==> src/rtl/decimation_avg_multich.sv <==
// Multi-channel 2^k boxcar decimator with round-half-up averaging, runtime ratio
// selection with clean restart, and an internal ramp test source.
module decimation_avg_multich #(
    parameter int NofBits = 16,
    parameter int NofCh   = 2,
    parameter int MaxLog2 = 10
) (
    input  logic                     clk_i,
    input  logic                     rst_i,
    input  logic [3:0]               decim_ctrl_i,
    input  logic                     test_ctrl_i,
    input  logic [NofCh*NofBits-1:0] x_i,
    input  logic [NofCh*NofBits-1:0] xz_i,
    output logic [NofCh*NofBits-1:0] y_o,
    output logic [NofCh*NofBits-1:0] yz_o,
    output logic                     data_valid_o
);

    localparam int AccW = NofBits + MaxLog2 + 1;
    localparam int KW   = $clog2(MaxLog2 + 1);
    localparam int PW   = MaxLog2;

    // Reset asserts immediately but releases on a clock edge.
    logic [1:0] rst_sync;
    logic       rst_n;

    // NOTE: every clocked register uses <= so all flops update from pre-edge values.
    always_ff @(posedge clk_i or negedge rst_i) begin
        if (!rst_i) begin
            rst_sync <= 2'b00;
        end else begin
            rst_sync <= {rst_sync[0], 1'b1};
        end
    end

    assign rst_n = rst_sync[1];

    logic [3:0]    k_clamp4;
    logic [KW-1:0] k_clamp;

    assign k_clamp4 = (decim_ctrl_i > 4'(MaxLog2)) ? 4'(MaxLog2) : decim_ctrl_i;
    assign k_clamp  = KW'(k_clamp4);

    // Input stage: ADC samples or ramp, plus requested ratio.
    logic        [NofBits-1:0] ramp;
    logic signed [NofBits-1:0] x_r  [NofCh];
    logic signed [NofBits-1:0] xz_r [NofCh];
    logic                      in_vld;
    logic        [KW-1:0]      k_req;

    always_ff @(posedge clk_i or negedge rst_n) begin
        if (!rst_n) begin
            ramp   <= '0;
            in_vld <= 1'b0;
            k_req  <= '0;
            // NOTE: these per-channel arrays are a few registers, not RAM, so resetting them is cheap and keeps restart deterministic.
            for (int c = 0; c < NofCh; c++) begin
                x_r[c]  <= '0;
                xz_r[c] <= '0;
            end
        end else begin
            ramp   <= ramp + NofBits'(2);
            in_vld <= 1'b1;
            k_req  <= k_clamp;
            for (int c = 0; c < NofCh; c++) begin
                if (test_ctrl_i) begin
                    x_r[c]  <= ramp;
                    xz_r[c] <= ramp + NofBits'(1);
                end else begin
                    x_r[c]  <= x_i[c*NofBits +: NofBits];
                    xz_r[c] <= xz_i[c*NofBits +: NofBits];
                end
            end
        end
    end

    // Decimation state shared by all channels.
    logic        [KW-1:0]      k_act;
    logic        [PW-1:0]      phase;
    logic                      pair;
    logic signed [AccW-1:0]    acc    [NofCh];
    logic signed [NofBits-1:0] r_even [NofCh];

    logic signed [AccW-1:0]    sum [NofCh];
    logic signed [NofBits-1:0] res [NofCh];
    logic signed [AccW-1:0]    round_k;
    logic                      ph_last;

    // NOTE: every always_comb output gets a value on every path, so no latch is inferred.
    always_comb begin
        round_k = AccW'(1) << (k_act - KW'(1));
        ph_last = (phase == ((PW'(1) << (k_act - KW'(1))) - PW'(1)));
        for (int c = 0; c < NofCh; c++) begin
            sum[c] = acc[c] + AccW'(x_r[c]) + AccW'(xz_r[c]);
            // Signed operands keep >>> arithmetic, giving round-half-up.
            res[c] = NofBits'((sum[c] + round_k) >>> k_act);
        end
    end

    always_ff @(posedge clk_i or negedge rst_n) begin
        if (!rst_n) begin
            k_act        <= '0;
            phase        <= '0;
            pair         <= 1'b0;
            y_o          <= '0;
            yz_o         <= '0;
            data_valid_o <= 1'b0;
            for (int c = 0; c < NofCh; c++) begin
                acc[c]    <= '0;
                r_even[c] <= '0;
            end
        end else begin
            data_valid_o <= 1'b0;
            if (k_req != k_act) begin
                // Ratio change: drop partial window, outputs keep the last word.
                k_act <= k_req;
                phase <= '0;
                pair  <= 1'b0;
                for (int c = 0; c < NofCh; c++) begin
                    acc[c] <= '0;
                end
            end else if (in_vld) begin
                if (k_act == '0) begin
                    data_valid_o <= 1'b1;
                    for (int c = 0; c < NofCh; c++) begin
                        y_o[c*NofBits +: NofBits]  <= x_r[c];
                        yz_o[c*NofBits +: NofBits] <= xz_r[c];
                    end
                end else if (ph_last) begin
                    phase <= '0;
                    for (int c = 0; c < NofCh; c++) begin
                        acc[c] <= '0;
                    end
                    if (!pair) begin
                        pair <= 1'b1;
                        for (int c = 0; c < NofCh; c++) begin
                            r_even[c] <= res[c];
                        end
                    end else begin
                        pair         <= 1'b0;
                        data_valid_o <= 1'b1;
                        for (int c = 0; c < NofCh; c++) begin
                            y_o[c*NofBits +: NofBits]  <= r_even[c];
                            yz_o[c*NofBits +: NofBits] <= res[c];
                        end
                    end
                end else begin
                    phase <= phase + PW'(1);
                    for (int c = 0; c < NofCh; c++) begin
                        acc[c] <= sum[c];
                    end
                end
            end
        end
    end

endmodule

==> config.mk <==
export PLATFORM = sky130hd
export DESIGN_NAME = decimation_avg_multich
export DESIGN_NICKNAME = d
export VERILOG_FILES = /design/src/rtl/decimation_avg_multich.sv
export SDC_FILE = /design/constraint.sdc
export NUM_CORES = 1
export LEC_CHECK = 0
export ABC_AREA = 1
export CORE_MARGIN = 2
export CORE_UTILIZATION = 50
export DETAILED_ROUTE_END_ITERATION = 7
export PLACE_DENSITY = 0.69
export REMOVE_ABC_BUFFERS = 1
export SKIP_LAST_GASP = 1
export SLEW_MARGIN = 20
export SYNTH_ARGS = -nofsm -noshare
export SYNTH_HDL_FRONTEND = slang
export SYNTH_SLANG_ARGS = --single-unit
==> constraint.sdc <==
create_clock -name clk_i -period 10.1 [get_ports clk_i]
set_clock_uncertainty 0.1 [all_clocks]
set_input_delay 1.515 -clock clk_i [delete_from_list [all_inputs] [get_ports clk_i]]
set_output_delay 1.515 -clock clk_i [all_outputs]
set_load 0.02 [all_outputs]
==> key figures, run 1 <==
Outcome
  • Outcome: complete, no violations

STA
  • Relative slew slack: 28.2%
  • RSZ-0062 raised after global routing: no
  • Max-slew violation count: 0
  • Final-report setup violation count: 0
  • Worst-Margin Slew: 1.08 ns
  • Tcrit/Tclk final: 55.5%
  • Setup TNS: 0 ns
  • Min Hold Slack: 0.268 ns
  • Tmin final: 5.61 ns
  • Peak Freq: 178 MHz
  • Final Hold Viols: 0

Global routing
  • Largest net degree at the start of global routing: 70
  • Grt ovf: 0
  • Vias in the first global route: 18726
  • First-pass GRT wire length: roughly 100000 um
  • GRT Total Usage: 33.1%
  • Initial antenna violation count: 1

Setup path
  • Max stage delay on crit path: 0.82 ns
  • Crit-path max FO: 48
  • CP top delay family: buffers and inverters
  • CP required: 10.50 ns
  • Kind of critical path: flop to flop
  • Slowest CP cell: inv_2
  • WP buf/inv: 4
  • Crit path launch type: flop
  • Critical path, cell by cell: buf_4, inv_2, nand3_4, buf_4, nand2_1, o31ai_1, xor2_1, nor3b_2, a21oi_4, nand2_4, inv_2, a22o_1
  • CP Data Arrival Time: 6.01 ns
  • Setup crit end kind: flop

Finish
  • Layout cell share with drive strength beyond 1: 4.31%
  • Layout area overhead: 14.3%
  • Most common cell after layout, fill and taps aside: nand2_1
  • Antenna fix cells: 0
  • Most frequent cells in the layout: 952 x nand2_1, 323 x nand3_1, 274 x inv_1
  • Fillers: 3739
  • Final net count: 3048
  • Final design utilization: 57.7%
  • Finished Layout Cells: 3374

CTS
  • Post-CTS Setup Inserts: 0
  • CTS buffer count: 30
  • H-tree depth: 1
  • CTS clock-pin slew for the worst setup and hold paths: roughly 0.07 ns
  • CTS sink count: 252
  • CTS Hold Bufs: 0
  • Post-CTS resize count: 0
  • CTS root buf: clkbuf_16
  • Clk_lat worst skew: 0.58 ns
  • CTS tree: yes
  • CTS Buffer Depth: 3

Routing
  • Residual DRC: 0
  • Average routed wire per standard cell: 19.7 um
  • Vias: 18890
  • WL final: roughly 67000 um
  • First-pass DRT Iterations: 6
  • Routed Antenna Nets: 0
  • Number of DRC markers in iteration 0: 1333
  • Vias per inst: 5.60

Run
  • Max-cap violations: 0

Die
  • Die X: 201 um
  • # rows: 72
  • Die area: 40400 um^2
  • Initial Util: 50.5%
  • Die Height: around 200 um
  • Core area: 38500 um^2
  • I/O Pins: roughly 140

Logic synthesis
  • #FFs+latches synth: 252
  • Dominant cell type by area after synthesis: dfrtp_1
  • Synth top area cells: dfrtp_1 32%, nand2_1 18%, nand3_1 8.3%
  • Sequential share of the synthesized area: around a third
  • Post-Syn Area: 19400 um^2
  • Ys Warns: 0
  • Mapped Avg Cell Area: 7.08 um^2
  • Synth Instances: 2742
  • Ys async rst share: 100%
  • EDFF count, synth: 0
  • Yosys top cell area share: 32.5%
  • Primary FF master, synth: dfrtp_1
  • Unique masters post-synth: 56

Placement
  • Placed Cells incl. Taps: 3318
  • GPL Wtd Cong: about 1
  • HPWL Detailed: 50800 um
  • PortBufs: 135

Power
  • Peak VDD IR: 149 uV
  • Pwr/cell area: 148 nW/um^2
  • Total chip power: between 3000 and 4000 uW
  • Leakage: 0.0119 uW

Min path
  • Worst Hold Class: flop to flop
==> power breakdown <==
part / total [uW] / internal [uW] / switching [uW]
logic: 1050 / 344 / 708
clock network: 1150 / 680 / 473
registers: 1080 / 1040 / 38.2
==> kinds of logic after synthesis <==
logic type | synth area share, %
AND/OR/NAND/NOR | 34.4
buffers and inverters | 7.66
AO/OA/AOI/OAI | 8.79
flip-flops | 32.5
adder cells (fa/ha/maj) | 11.5
XOR/XNOR | 3.92
multiplexers | 1.24
other | 0.0193
==> metrics by stage <==
step	instance area (um^2)	setup WS (ns)
floorplan	19000	1.98
global placement	21100	4.66
detailed placement	21100	4.55
CTS	22200	4.50
global route	22200	3.90
finish	22200	4.49
==> synthesized netlist by cell type (all sizes together), types with 44 or more instances <==
library cell	number
clkbuf	48
nor2	193
ha	89
o21ai	112
buf	44
fa	56
inv	288
dfrtp	252
xor2	65
nand2	956
nand3	327
a21oi	72
==> routing by layer <==
metal | part of all wire (%) | GRT usage, %
met4 | 4.2 | 12.6
met3 | 5.3 | 3.49
met1 | 41 | 42.0
met5 | 0 | 0
met2 | 49 | 58.4
==> worst paths after layout <==
kind / to / slack [ns] / startpoint / cells past startpoint
min: rst_sync[1] / 0.27 / rst_sync[0] / 0
max reg2reg: acc[0] / 4.49 / k_act[3] / 12
max: acc[0] / 4.49 / k_act[3] / 12
min reg2reg: rst_sync[1] / 0.27 / rst_sync[0] / 0
min in group asynchronous: r_even[18] / 0.32 / rst_sync[1] / 0
max in group asynchronous: r_even[9] / 7.34 / rst_sync[1] / 2
==> state kept, by name (all words and copies together), names as in the netlist, 4 cells and up <==
signal,cells
y_o,32
k_req,4
r_even,32
k_act,4
ramp,15
yz_o,32
acc,54
x_r,32
xz_r,32
phase,10
==> final cells by class <==
cell class / instances / area [um^2] / area share [%]
Clock buffer: 39 / 856 / 3.86
Clock inverter: 17 / 191 / 0.862
Inverter: 289 / 1090 / 4.89
Timing Repair Buffer: 149 / 1460 / 6.56
Tap cell: 518 / 648 / 2.92
Multi-Input combinational cell: 2110 / 11600 / 52.5
Sequential cell: 252 / 6310 / 28.4
(Power assumes the default switching activity.)
==> inputs of run 2 (changes only) <==
==> constraint.sdc (replaced) <==
create_clock -name clk_i -period 5.53 [get_ports clk_i]
set_clock_uncertainty 0.1 [all_clocks]
set_input_delay 0.8295 -clock clk_i [delete_from_list [all_inputs] [get_ports clk_i]]
set_output_delay 0.8295 -clock clk_i [all_outputs]
set_load 0.02 [all_outputs]
==> key figures, run 2 (synthesis gave the netlist of run 1 again) <==
Placement
  • HPWL Detailed: 52200 um
  • Worst Setup Slack post-DPL: 0.281 ns
  • PortBufs: between 100 and 150
  • GPL Wtd Cong: 1.02

Setup path
  • Critical path, cell by cell: fa_1, ha_1, nand2_1, nor2_1, nand3_1, nand2_1, a21oi_1, xnor2_1, ha_1, a21oi_1, o21ai_0, a21oi_1, nand2_1, nand4_1, nand3_1, nand2_1, nand3_1, nand3_1, nand3_1, nand3_1, nand3_1, o211ai_1, nand2_1
  • CP required: 5.89 ns
  • Crit path launch type: flop
  • CP top delay family: simple AND/OR/NAND/NOR gates
  • WP depth: 23
  • Setup crit end kind: flop
  • Max stage delay on crit path: 0.50 ns
  • WP buf/inv: 0
  • Register-to-Register Path Depth: 23
  • Kind of critical path: flop to flop
  • Crit-path max FO: 5
  • Most frequent CP cell: nand3_1
  • Slowest CP cell: fa_1
  • CP Data Arrival Time: 5.63 ns

Routing
  • Residual DRC: 0
  • First-pass DRT Iterations: 6
  • Vias per inst: 5.61
  • WL final: 67500 um
  • Uppermost layer routed: met4
  • Met2 WL: between 30000 and 40000 um
  • Metal3 WL: 3490 um
  • Number of DRC markers in iteration 0: approximately 1400
  • M1 WL: 27900 um
  • Routed Antenna Nets: 0
  • Vias: between 15000 and 20000
  • Average routed wire per standard cell: 19.9 um

Die
  • # rows: between 70 and 80
  • Die area: 40400 um^2
  • Die Height: a little over 200 um
  • Core area: 38500 um^2
  • Initial Util: slightly above 50%
  • Die X: 201 um
  • I/O Pins: 136

Power
  • Peak VDD IR: approximately 260 uV
  • Leakage: 0.0120 uW
  • Pwr/cell area: 271 nW/um^2

Finish
  • Most frequent cells in the layout: 950 x nand2_1, 323 x nand3_1, 274 x inv_1
  • Max reg flops: 54
  • Multi-input logic area: 11700 um^2
  • Fillers: between 3000 and 4000
  • Final design utilization: 58.2%
  • Layout cell share with drive strength beyond 1: under 10%
  • Most common cell after layout, fill and taps aside: nand2_1
  • Register area: 6310 um^2
  • Layout area overhead: 15.2%
  • Antenna fix cells: 0
  • Final net count: 3067
  • Most flops, register: acc

STA
  • Tmin final: 5.27 ns
  • Worst-Margin Slew: ~1.1 ns
  • Peak Freq: 190 MHz
  • RSZ-0062 raised after global routing: yes
  • Min Hold Slack: 0.260 ns
  • PnR worst setup slack: 0.261 ns
  • Final-report setup violation count: 0
  • Max-slew violation count: 0
  • Tcrit/Tclk final: around 95%
  • Final Hold Viols: 0
  • Relative slew slack: 28.8%

Global routing
  • Initial antenna violation count: 0
  • Largest net degree at the start of global routing: between 100 and 150
  • First-pass GRT wire length: 104000 um
  • GRT Total Usage: 33.1%
  • Grt ovf: 0
  • Vias in the first global route: 18838

CTS
  • H-tree depth: 1
  • CTS tree: yes
  • CTS Buffer Depth: 3
  • CTS sink count: 252
  • CTS clock-pin slew for the worst setup and hold paths: 0.06 ns
  • CTS buffer count: 29
  • CTS root buf: clkbuf_16
  • Post-CTS Setup Inserts: 0
  • Clk_lat worst skew: 0.58 ns

Outcome
  • Outcome: complete, no violations

Run
  • Max-cap violations: 0

Min path
  • Worst Hold Class: flop to asynchronous set/reset pin
## run 2: final timing paths
path                        startpoint  slack [ns]     endpoint
max                             x_r[6]        0.26     yz_o[18]
min                        rst_sync[1]        0.26      yz_o[6]
max reg2reg                     x_r[6]        0.26     yz_o[18]
min reg2reg                rst_sync[1]        0.26      yz_o[6]
max in group asynchronous  rst_sync[1]        3.90       x_r[7]
min in group clk_i         rst_sync[0]        0.27  rst_sync[1]
## run 2: stage by stage
step | setup TNS [ns] | area [um^2] | cells | power (uW)
after floorplan | -761.05 | 19000 | 2651 | 3310
after global placement | 0 | 21300 | 3338 | 3920
after detailed placement | 0 | 21300 | 3338 | 3930
after CTS | 0 | 22400 | 3392 | 6050
after global routing | -0.0342 | 22400 | 3392 | 6370
final | 0 | 22400 | 3392 | 6060
## run 2: layout make-up
| type | instances | area share [%] |
|---|---|---|
| clock buffers | 37 | 3.56 |
| inverters | 289 | 4.85 |
| repair buffers | 169 | 7.29 |
| flip-flops and latches | 252 | 28.2 |
| well taps | 518 | 2.90 |
| clock inverters | 17 | 1.06 |
| multi-input cells | 2110 | 52.1 |
## run 2: worst register-to-register path, stage by stage (launching register included)
cell      delay (ns)
dfrtp_1         0.41
fa_1            0.50
ha_1            0.38
nand2_1         0.11
nor2_1          0.34
nand3_1         0.14
nand2_1         0.27
a21oi_1         0.14
xnor2_1         0.40
ha_1            0.37
a21oi_1         0.20
o21ai_0         0.12
a21oi_1         0.13
nand2_1         0.11
nand4_1         0.15
nand3_1         0.22
nand2_1         0.16
nand3_1         0.11
nand3_1         0.12
nand3_1         0.09
nand3_1         0.21
nand3_1         0.14
o211ai_1        0.15
nand2_1         0.07
## run 2: where the power goes
group	internal, uW	total [uW]	leakage [uW]	switching, uW
Combinational	646	1970	0.00812	1320
Clock	1260	2120	0.000500	860
Sequential	1910	1970	0.00336	68.3
Total	3810	6060	0.0120	2250
## run 2: what timing repair did
action | CTS | global route
hold buffers | 0 | 0
endpoints found under the hold margin | 0 | 0
endpoints found under the setup margin | 0 | 26
resized for setup | 0 | 6
## run 2: metal layers
| layer | vias to the layer above | track usage (%) |
|---|---|---|
| li1 | 9088 | - |
| met1 | 9115 | 41.2 |
| met2 | 684 | 59.3 |
| met3 | 145 | 3.47 |
| met4 | 0 | 12.4 |
| met5 | - | 0 |
